[config.mk]
export PLATFORM = sky130hd
export DESIGN_NAME = ble_telemetry_tx
export DESIGN_NICKNAME = d
export VERILOG_FILES = /design/src/rtl/ble_telemetry_tx.sv
export SDC_FILE = /design/constraint.sdc
export NUM_CORES = 1
export LEC_CHECK = 0
export CELL_PAD_IN_SITES_DETAIL_PLACEMENT = 1
export CELL_PAD_IN_SITES_GLOBAL_PLACEMENT = 2
export CORE_ASPECT_RATIO = 0.8
export CORE_MARGIN = 1
export CORE_UTILIZATION = 38
export CTS_CLUSTER_SIZE = 8
export DETAILED_ROUTE_END_ITERATION = 6
export PLACE_DENSITY_LB_ADDON = 0.2
export SLEW_MARGIN = 20
export SYNTH_ARGS = -nofsm -noshare
export SYNTH_HDL_FRONTEND = slang
export SYNTH_SLANG_ARGS = --single-unit
[constraint.sdc]
create_clock -name clk -period 3.4 [get_ports clk]
set_input_delay 0.34 -clock clk [delete_from_list [all_inputs] [get_ports clk]]
set_output_delay 0.34 -clock clk [all_outputs]
set_load 0.02 [all_outputs]
[src/rtl/ble_telemetry_tx.sv]
`default_nettype none
// ============================================================================
// Module   : ble_telemetry_tx
// Purpose  : Telemetry return path for the Bluetooth link. On a one-cycle
//            send pulse it snapshots NUM_BYTES payload bytes and serialises
//            them as 8N1, LSB first, followed by a 0x0A terminator. Any
//            payload byte equal to 0x0A is sent as 0x0B, so the receiver
//            never sees an early terminator.
// Optional : `define TELEM_CHECKSUM_EN inserts an XOR checksum byte between
//            the last payload byte and the terminator. The checksum covers
//            the bytes as transmitted, and 0x0A is also sent as 0x0B.
// Ports    : clk      - system clock, rising edge
//            rst_n    - asynchronous reset, active low
//            send     - frame request, sampled every rising edge
//            payload  - bytes to send, payload[0] goes first
//            txd      - serial out to the BLE module UART RX, idle high
//            busy     - high while a frame is in flight
//            done     - one-cycle pulse when a frame completes
//            drop_cnt - saturating count of requests rejected while busy
// Revision : 1.0 - initial release
// ============================================================================
module ble_telemetry_tx #(
   parameter int CLK_FREQ  = 100_000_000,
   parameter int BAUD      = 115200,
   parameter int NUM_BYTES = 6
) (
   input  logic                       clk,
   input  logic                       rst_n,
   input  logic                       send,
   input  logic [NUM_BYTES-1:0][7:0]  payload,
   output logic                       txd,
   output logic                       busy,
   output logic                       done,
   output logic [7:0]                 drop_cnt
);

   localparam int c_CLKS_PER_BIT = CLK_FREQ / BAUD;
   localparam int c_CW = (c_CLKS_PER_BIT > 1) ? $clog2(c_CLKS_PER_BIT) : 1;
`ifdef TELEM_CHECKSUM_EN
   localparam int c_LAST_IDX = NUM_BYTES + 1;   // payload, checksum, newline
`else
   localparam int c_LAST_IDX = NUM_BYTES;       // payload, newline
`endif
   localparam int c_IW = $clog2(c_LAST_IDX + 1);

   localparam logic [c_CW-1:0] c_CLK_LAST    = c_CW'(c_CLKS_PER_BIT - 1);
   localparam logic [c_IW-1:0] c_IDX_LAST    = c_IW'(c_LAST_IDX);
   localparam logic [c_IW-1:0] c_IDX_PAY_END = c_IW'(NUM_BYTES);

   localparam logic [1:0] c_IDLE  = 2'd0;
   localparam logic [1:0] c_START = 2'd1;
   localparam logic [1:0] c_DATA  = 2'd2;
   localparam logic [1:0] c_STOP  = 2'd3;

   logic [1:0]                r_state;
   logic [1:0]                w_next;
   logic [c_CW-1:0]           r_clk;
   logic [2:0]                r_bit;
   logic [c_IW-1:0]           r_idx;
   logic [7:0]                r_shift;
   logic [NUM_BYTES-1:0][7:0] r_snap;
   logic                      r_done;
   logic [7:0]                r_drop;

   logic                      w_bit_end;
   logic                      w_last_byte;
   logic                      w_accept;
   logic [NUM_BYTES-1:0][7:0] w_guarded;
   logic [7:0]                w_cur_byte;
   logic                      w_txd;
   logic                      w_busy;

   assign w_bit_end   = (r_clk == c_CLK_LAST);
   assign w_last_byte = (r_idx == c_IDX_LAST);
   assign w_accept    = (r_state == c_IDLE) && send;

   // Newline substitution is applied at snapshot time, so the stored bytes
   // are exactly what goes on the wire.
   always_comb begin
      w_guarded = '0;
      for (int i = 0; i < NUM_BYTES; i++) begin
         w_guarded[i] = (payload[i] == 8'h0A) ? 8'h0B : payload[i];
      end
   end

`ifdef TELEM_CHECKSUM_EN
   logic [7:0] r_csum;
   logic [7:0] w_csum_raw;
   logic [7:0] w_csum;

   always_comb begin
      w_csum_raw = 8'h00;
      for (int i = 0; i < NUM_BYTES; i++) begin
         w_csum_raw = w_csum_raw ^ w_guarded[i];
      end
      w_csum = (w_csum_raw == 8'h0A) ? 8'h0B : w_csum_raw;
   end

   always_ff @(posedge clk or negedge rst_n) begin
      if (!rst_n) begin
         r_csum <= 8'h00;
      end else if (w_accept) begin
         r_csum <= w_csum;
      end
   end
`endif

   // The snapshot shifts down one byte per transmitted byte, so the current
   // payload byte is always r_snap[0]; past the payload comes the optional
   // checksum and finally the terminator.
   always_comb begin
      w_cur_byte = 8'h0A;
      if (r_idx < c_IDX_PAY_END) begin
         w_cur_byte = r_snap[0];
      end
`ifdef TELEM_CHECKSUM_EN
      else if (r_idx == c_IDX_PAY_END) begin
         w_cur_byte = r_csum;
      end
`endif
   end

   // ---------------------------------------------------------------- FSM --
   always_ff @(posedge clk or negedge rst_n) begin
      if (!rst_n) begin
         r_state <= c_IDLE;
      end else begin
         r_state <= w_next;
      end
   end

   always_comb begin
      w_next = r_state;
      case (r_state)
         c_IDLE:  if (send)                     w_next = c_START;
         c_START: if (w_bit_end)                w_next = c_DATA;
         c_DATA:  if (w_bit_end && r_bit == 3'd7) w_next = c_STOP;
         c_STOP:  if (w_bit_end)                w_next = w_last_byte ? c_IDLE : c_START;
         default:                               w_next = c_IDLE;
      endcase
   end

   always_comb begin
      w_txd  = 1'b1;
      w_busy = 1'b1;
      case (r_state)
         c_IDLE:  w_busy = 1'b0;
         c_START: w_txd  = 1'b0;
         c_DATA:  w_txd  = r_shift[0];
         c_STOP:  w_txd  = 1'b1;
         default: w_busy = 1'b0;
      endcase
   end

   // ----------------------------------------------------------- datapath --
   always_ff @(posedge clk or negedge rst_n) begin
      if (!rst_n) begin
         r_clk   <= '0;
         r_bit   <= 3'd0;
         r_idx   <= '0;
         r_shift <= 8'hFF;
         r_snap  <= '0;
         r_done  <= 1'b0;
      end else begin
         r_done <= (r_state == c_STOP) && w_bit_end && w_last_byte;

         if (r_state == c_IDLE || w_bit_end) begin
            r_clk <= '0;
         end else begin
            r_clk <= r_clk + 1'b1;
         end

         case (r_state)
            c_IDLE: begin
               if (send) begin
                  r_snap <= w_guarded;
                  r_idx  <= '0;
               end
            end
            c_START: begin
               if (w_bit_end) begin
                  r_shift <= w_cur_byte;
                  r_bit   <= 3'd0;
               end
            end
            c_DATA: begin
               if (w_bit_end) begin
                  r_shift <= {1'b1, r_shift[7:1]};
                  r_bit   <= r_bit + 3'd1;
               end
            end
            c_STOP: begin
               if (w_bit_end) begin
                  if (w_last_byte) begin
                     r_idx <= '0;
                  end else begin
                     r_idx <= r_idx + 1'b1;
                     for (int i = 0; i < NUM_BYTES - 1; i++) begin
                        r_snap[i] <= r_snap[i+1];
                     end
                     r_snap[NUM_BYTES-1] <= 8'h00;
                  end
               end
            end
            default: ;
         endcase
      end
   end

   // Requests arriving while a frame is in flight are counted, not queued.
   always_ff @(posedge clk or negedge rst_n) begin
      if (!rst_n) begin
         r_drop <= 8'h00;
      end else if (send && (r_state != c_IDLE) && (r_drop != 8'hFF)) begin
         r_drop <= r_drop + 8'd1;
      end
   end

   assign txd      = w_txd;
   assign busy     = w_busy;
   assign done     = r_done;
   assign drop_cnt = r_drop;

endmodule
`default_nettype wire

==> results.cfg, run 1 <==
[status]
status = finished clean

[die]
die_h_um = 97.2
die-area_um2 = 11800
start_util = 0.394
die-width_um = 121
core_area_um2 = 10900
io_pins = 62
rows = 34

[final_layout]
multi_input_comb_area_um2 = 2040
diodes = 0
area_delta_synth_final_pct = 24.6
nFillCells = 1200
drive_gt1_frac = 0.0949
finalInstanceArea_um2 = 5360
final_net_count = 531
regArea_um2 = 2090
fin_cells = 618

[sta]
finalSetupViolations = 0
min_period_ns = 3.01
hold_slack_ns = 0.136
rsz0062_at_grt = false
fmax_mhz = 332
finalSetupTns_ns = 0
hold_violations = 0
fin_skew_ns = 0.00456
final_max_slew_viol_count = 0
timing.final.crit_share = 0.886
tightest_slew_ns = 0.962
relSlewSlack = 0.358

[worst_setup_path]
critPathKind = reg2out
start_kind = register
critPathMaxFanout = 15
critPathCaptureType = primary output
crit_path_start = r_state[0]
max_stage_delay_ns = 0.62
arrival_ns = 2.67
crit_chain = inv_1, ha_1, clkinv_1, a21oi_1, clkdlybuf4s50_1
critical_path.top_delay_family = buffers and inverters
r2r_setup_slack_ns = 0.92
cp_data_required_time_ns = 3.06
slowest_stage = clkdlybuf4s50_1
crit_buf_inv = 3
timing.rr.start = r_clk[0]

[yosys]
avgSynthCellArea_um2 = 10.3
synth_fp_nets = 477
yosysTopAreaCellShare = 0.436
async_flop_share = 1.00
yosysTopAreaCell = dfrtp_1
ys.flop_type = dfrtp_1
yosys_warnings = 0
syn_inst = 417
synth.distinct_cells = 54
synth_area_leaders = dfrtp_1 (44%), mux2i_1 (8.8%), a21oi_1 (8.7%)
synth_seq_cells = 83
synth-edff-count = 0
yosysSeqAreaShare = 0.485
synthTopCellsByCount = a21oi_1 (75), dfrtp_1 (75), mux2i_1 (38)
synth.cell_area_um2 = 4310

[clock_tree]
clkLatencyLatePin_ns = 0.34
cts_tree = built
cts_buffers = 9
clockBufferDepth = 2
clock-sinks = 83
cts_resized = 0
root_buffer = clkbuf_16
hold_buffers = 0
postCtsSetupBuffers = 0
clkSlewWorstSetupHoldPaths_ns = 0.06
htreeDepth = 3

[power_and_ir_drop]
combPwrFrac = 0.136
clkPwrFrac = 0.424
power.density_nw_per_um2 = 464
sw_frac_of_total = 0.241
switchingPower_uw = 600
peakVddDrop_mv = 0.258
p_leak_uw = 0.00219
seq_power_share = 0.440
p_int_uw = 1890
p_total_uw = 2490

[place]
place_inst = 604
dpl.hpwl_um = 7690
dpl_cell_area_um2 = 5050
place_congestion = 0.738
numPortBuffers = 61

[routing]
wl_um = 11200
dr.pass1.iters = 4
drc = 0
num_vias = 3436
wire_per_inst_um = 18.1
viasPerCell = 5.56
drt-initial-drc-count = 123
ant_nets = 0

[global_route]
grt_overflow = 0
grt_antenna_before_repair = 0
grtUsageTotal = 0.204
grt_pass1_vias = 3678
grt_pass1_wl_um = 18900
grt_max_degree = 75

[worst_hold_path]
hold_path_class = in2async

[flow_run]
maxCapViolCount = 0
layout make-up:
cell class,count,area share
Tap cell,144,0.0336
Multi-Input combinational cell,290,0.380
Clock buffer,12,0.0478
Clock inverter,2,0.0112
Sequential cell,83,0.389
Inverter,16,0.0112
Timing Repair Buffer,71,0.127
registers in the layout, indices dropped and copies added (netlist names):
register	flops
r_snap	48
r_bit	3
r_clk	10
r_idx	3
done	1
r_state	2
r_shift	8
drop_cnt	8
metrics by stage:
stage	util	setup WS, ns
6_report	0.491	0.389
5_1_grt	0.491	0.207
4_1_cts	0.491	0.377
3_5_place_dp	0.462	0.754
3_3_place_gp	0.462	0.816
2_1_floorplan	-	1.38
power groups by stage:
| stage | combinational, uW | sequential [uW] | clock (uW) |
|---|---|---|---|
| after floorplan | 93.0 | 1150 | 0 |
| after global placement | 337 | 1110 | 0 |
| after detailed placement | 343 | 1110 | 0 |
| after CTS | 343 | 1090 | 1080 |
| after global routing | 369 | 1100 | 1120 |
| final | 339 | 1090 | 1060 |
layer usage:
layer	GRT usage	wire, um	vias up	share of wire
met1	0.287	5440	1707	0.49
met3	0.0499	515	10	0.046
li1	-	-	1640	-
met5	0	0	-	0
met2	0.315	5120	79	0.46
met4	0.0494	114	0	0.010
placed cells by master, fill, tap and decap left out, drive strengths merged, types with 3 or more instances in the layout:
cell type and instances:
mux2 6, nand4 5, a22o 11, clkdlybuf4s50 60, ha 9, nand3b 7, a31oi 7, dfrtp 75
and2 3, xnor2 4, buf 11, dfstp 8, o21ai 13, nand3 10, nor2 17, nand2 15
mux2i 38, a21oi 75, nor3 10, nand4b 4, xor2 8, a221oi 4, and3 7, inv 15
nor4 6, clkbuf 12
worst paths after layout:
path / depth (start not counted) / endpoint
max reg2reg: 6 / r_idx[2]
min: 1 / drop_cnt[3]
max in group asynchronous: 2 / r_idx[0]
min in group clk: 1 / r_clk[0]
max: 5 / txd
min reg2reg: 1 / r_clk[0]
worst reg2reg max path, stage by stage (launching register included):
cell,delay [ns]
dfrtp_1,0.38
ha_1,0.22
or3b_1,0.46
nor3_2,0.66
buf_4,0.30
mux2_2,0.34
nand2_1,0.06
cell families (layout without fill, tap and decap cells):
family / after synthesis / after routing / synth area share
AOI/OAI and AO/OA: 128 / 128 / 0.184
xor gates and xnor gates: 12 / 12 / 0.0244
adders and majority gates: 9 / 9 / 0.0262
buffers and inverters: 44 / 101 / 0.0439
DFF: 83 / 83 / 0.485
muxes: 44 / 44 / 0.104
and+or+nand+nor: 97 / 97 / 0.133
Power figures use the tool's default switching activity.
==> run 2, diff against run 1 <==
Settings changed: ABC_CLOCK_PERIOD_IN_PS set to 3400.
==> results of run 2 <==
Same layout as run 1: the final DEF is identical, and so are final timing and power.
==> run 3, diff against run 2 <==
Settings changed: CAP_MARGIN set to 20, CORE_MARGIN 1 to 3, GPL_TIMING_DRIVEN set to 0.
==> run 3 against run 2 <==
Worst hold slack improved by 0.35 ns; non-clock buffer count rose by 20; power fell by 5.9%; count of clock-buffer cells in the layout rose by 1; sequential power barely moved; worst setup slack improved by 0.24 ns; register-to-register slack improved by 0.04 ns; critical path depth did not move; critical path type unchanged; largest cell class unchanged.
==> results.cfg, run 3 (synthesized netlist as in run 1, its figures left out) <==
[status]
status = finished clean

[power_and_ir_drop]
p_total_uw = 2340
peakVddDrop_mv = 0.232
power.density_nw_per_um2 = 434
p_leak_uw = 0.00220

[routing]
ant_nets = 0
wl_um = 12400
dr.pass1.iters = 4
drt-initial-drc-count = 210
wire_per_inst_um = 19.3
num_vias = 3567
viasPerCell = 5.57
drc = 0

[worst_hold_path]
hold_path_class = in2async

[sta]
timing.final.crit_share = 0.814
rsz0062_at_grt = false
hold_slack_ns = 0.485
fmax_mhz = 361
final_max_slew_viol_count = 0
fin_skew_ns = 0.00523
tightest_slew_ns = 0.847
relSlewSlack = 0.435
min_period_ns = 2.77
hold_violations = 0
finalSetupViolations = 0

[worst_setup_path]
start_kind = register
crit_buf_inv = 4
rr_endpoint = r_snap[16]
slowest_stage = clkdlybuf4s50_1
crit_path_frequent_cell = inv_1
timing.rr.start = r_clk[0]
crit_path_start = r_state[0]
critPathKind = reg2out
critPathCaptureType = primary output
r2r_setup_slack_ns = 0.96
cp_data_required_time_ns = 3.06
arrival_ns = 2.43
reg2reg_depth = 6
critical_path.top_delay_family = buffers and inverters
max_stage_delay_ns = 0.59
critPathMaxFanout = 10
crit_chain = inv_1, ha_1, clkbuf_1, inv_1, clkdlybuf4s50_1

[final_layout]
fin_cells = 640
nFillCells = 1227
finalInstanceArea_um2 = 5400
post-route-util = 0.492
regMostFlops = r_snap
final_cell_mix = a21oi_1 (75), dfrtp_1 (75), clkdlybuf4s50_1 (60), mux2i_1 (38), clkbuf_1 (19)
reg.largest.list = r_snap: 48 flops, r_clk: 10 flops
area_delta_synth_final_pct = 25.3
largest_reg_flops = 48
drive_gt1_frac = 0.0907
final_net_count = 551
diodes = 0

[clock_tree]
htreeDepth = 3
root_buffer = clkbuf_16
cts_buffers = 9
postCtsSetupBuffers = 0
clock-sinks = 83
clkLatencyLatePin_ns = 0.34
clockBufferDepth = 2
cts_tree = built
clkSlewWorstSetupHoldPaths_ns = 0.06

[die]
core_area_um2 = 11000
io_pins = 62
die-area_um2 = 12700
start_util = 0.392
die-width_um = 125
die_h_um = 101
rows = 34

[place]
place_congestion = 0.806
numPortBuffers = 61
dpl_cell_area_um2 = 5120
place_inst = 623
dpl.hpwl_um = 9070

[global_route]
grt_antenna_before_repair = 0
grt_pass1_vias = 3728
grt_max_degree = 54
grt_pass1_wl_um = 20400
grt_overflow = 0
grtUsageTotal = 0.202

[flow_run]
maxCapViolCount = 0
[run 3: stage by stage]
step                TNS (ns)  setup slack (ns)
floorplan                  0              1.38
global placement      -87.96             -1.17
detailed placement         0             0.952
CTS                        0             0.596
global route               0             0.480
finish                     0             0.633
[run 3: worst register-to-register path, cell delays in order, from the launching register on]
cell,delay [ns]
dfrtp_1,0.39
ha_1,0.22
or3b_1,0.46
o41ai_4,0.48
buf_2,0.33
nand2_1,0.17
a22o_1,0.28
[run 3: cell type report]
type | count | area, um^2 | share of cell area
plain buffers | 28 | 129 | 0.0239
clock buffers | 13 | 250 | 0.0464
clock inverters | 3 | 15.0 | 0.00278
inverters | 16 | 60.1 | 0.0111
multi-input cells | 290 | 2030 | 0.376
flip-flops and latches | 83 | 2090 | 0.387
well taps | 144 | 180 | 0.0334
repair buffers | 63 | 646 | 0.120
[run 3: layer usage]
| layer | track usage | part of all wire | vias to the layer above |
|---|---|---|---|
| li1 | - | - | 1683 |
| met3 | 0.0438 | 0.037 | 10 |
| met5 | 0 | 0 | - |
| met2 | 0.307 | 0.44 | 65 |
| met4 | 0.0458 | 0.012 | 0 |
| met1 | 0.300 | 0.51 | 1809 |
[run 3: report_power, final]
part	internal [uW]	total (uW)	switching, uW
sequential	1030	1100	65.7
combinational	184	348	164
clock	512	895	383
[run 3: worst max-delay path by stage]
stage / endpoint / cells past startpoint
6_report: busy / 5
5_1_grt: busy / 5
4_1_cts: busy / 5
3_5_place_dp: r_snap[0] / 6
2_1_floorplan: r_snap[0] / 6
3_3_place_gp: r_snap[21] / 1
[run 3: repair_timing]
item / in CTS / in global routing
hold buffers: 1 / 0
gates resized for setup: 0 / 0
endpoints found under the hold margin: 30 / 0
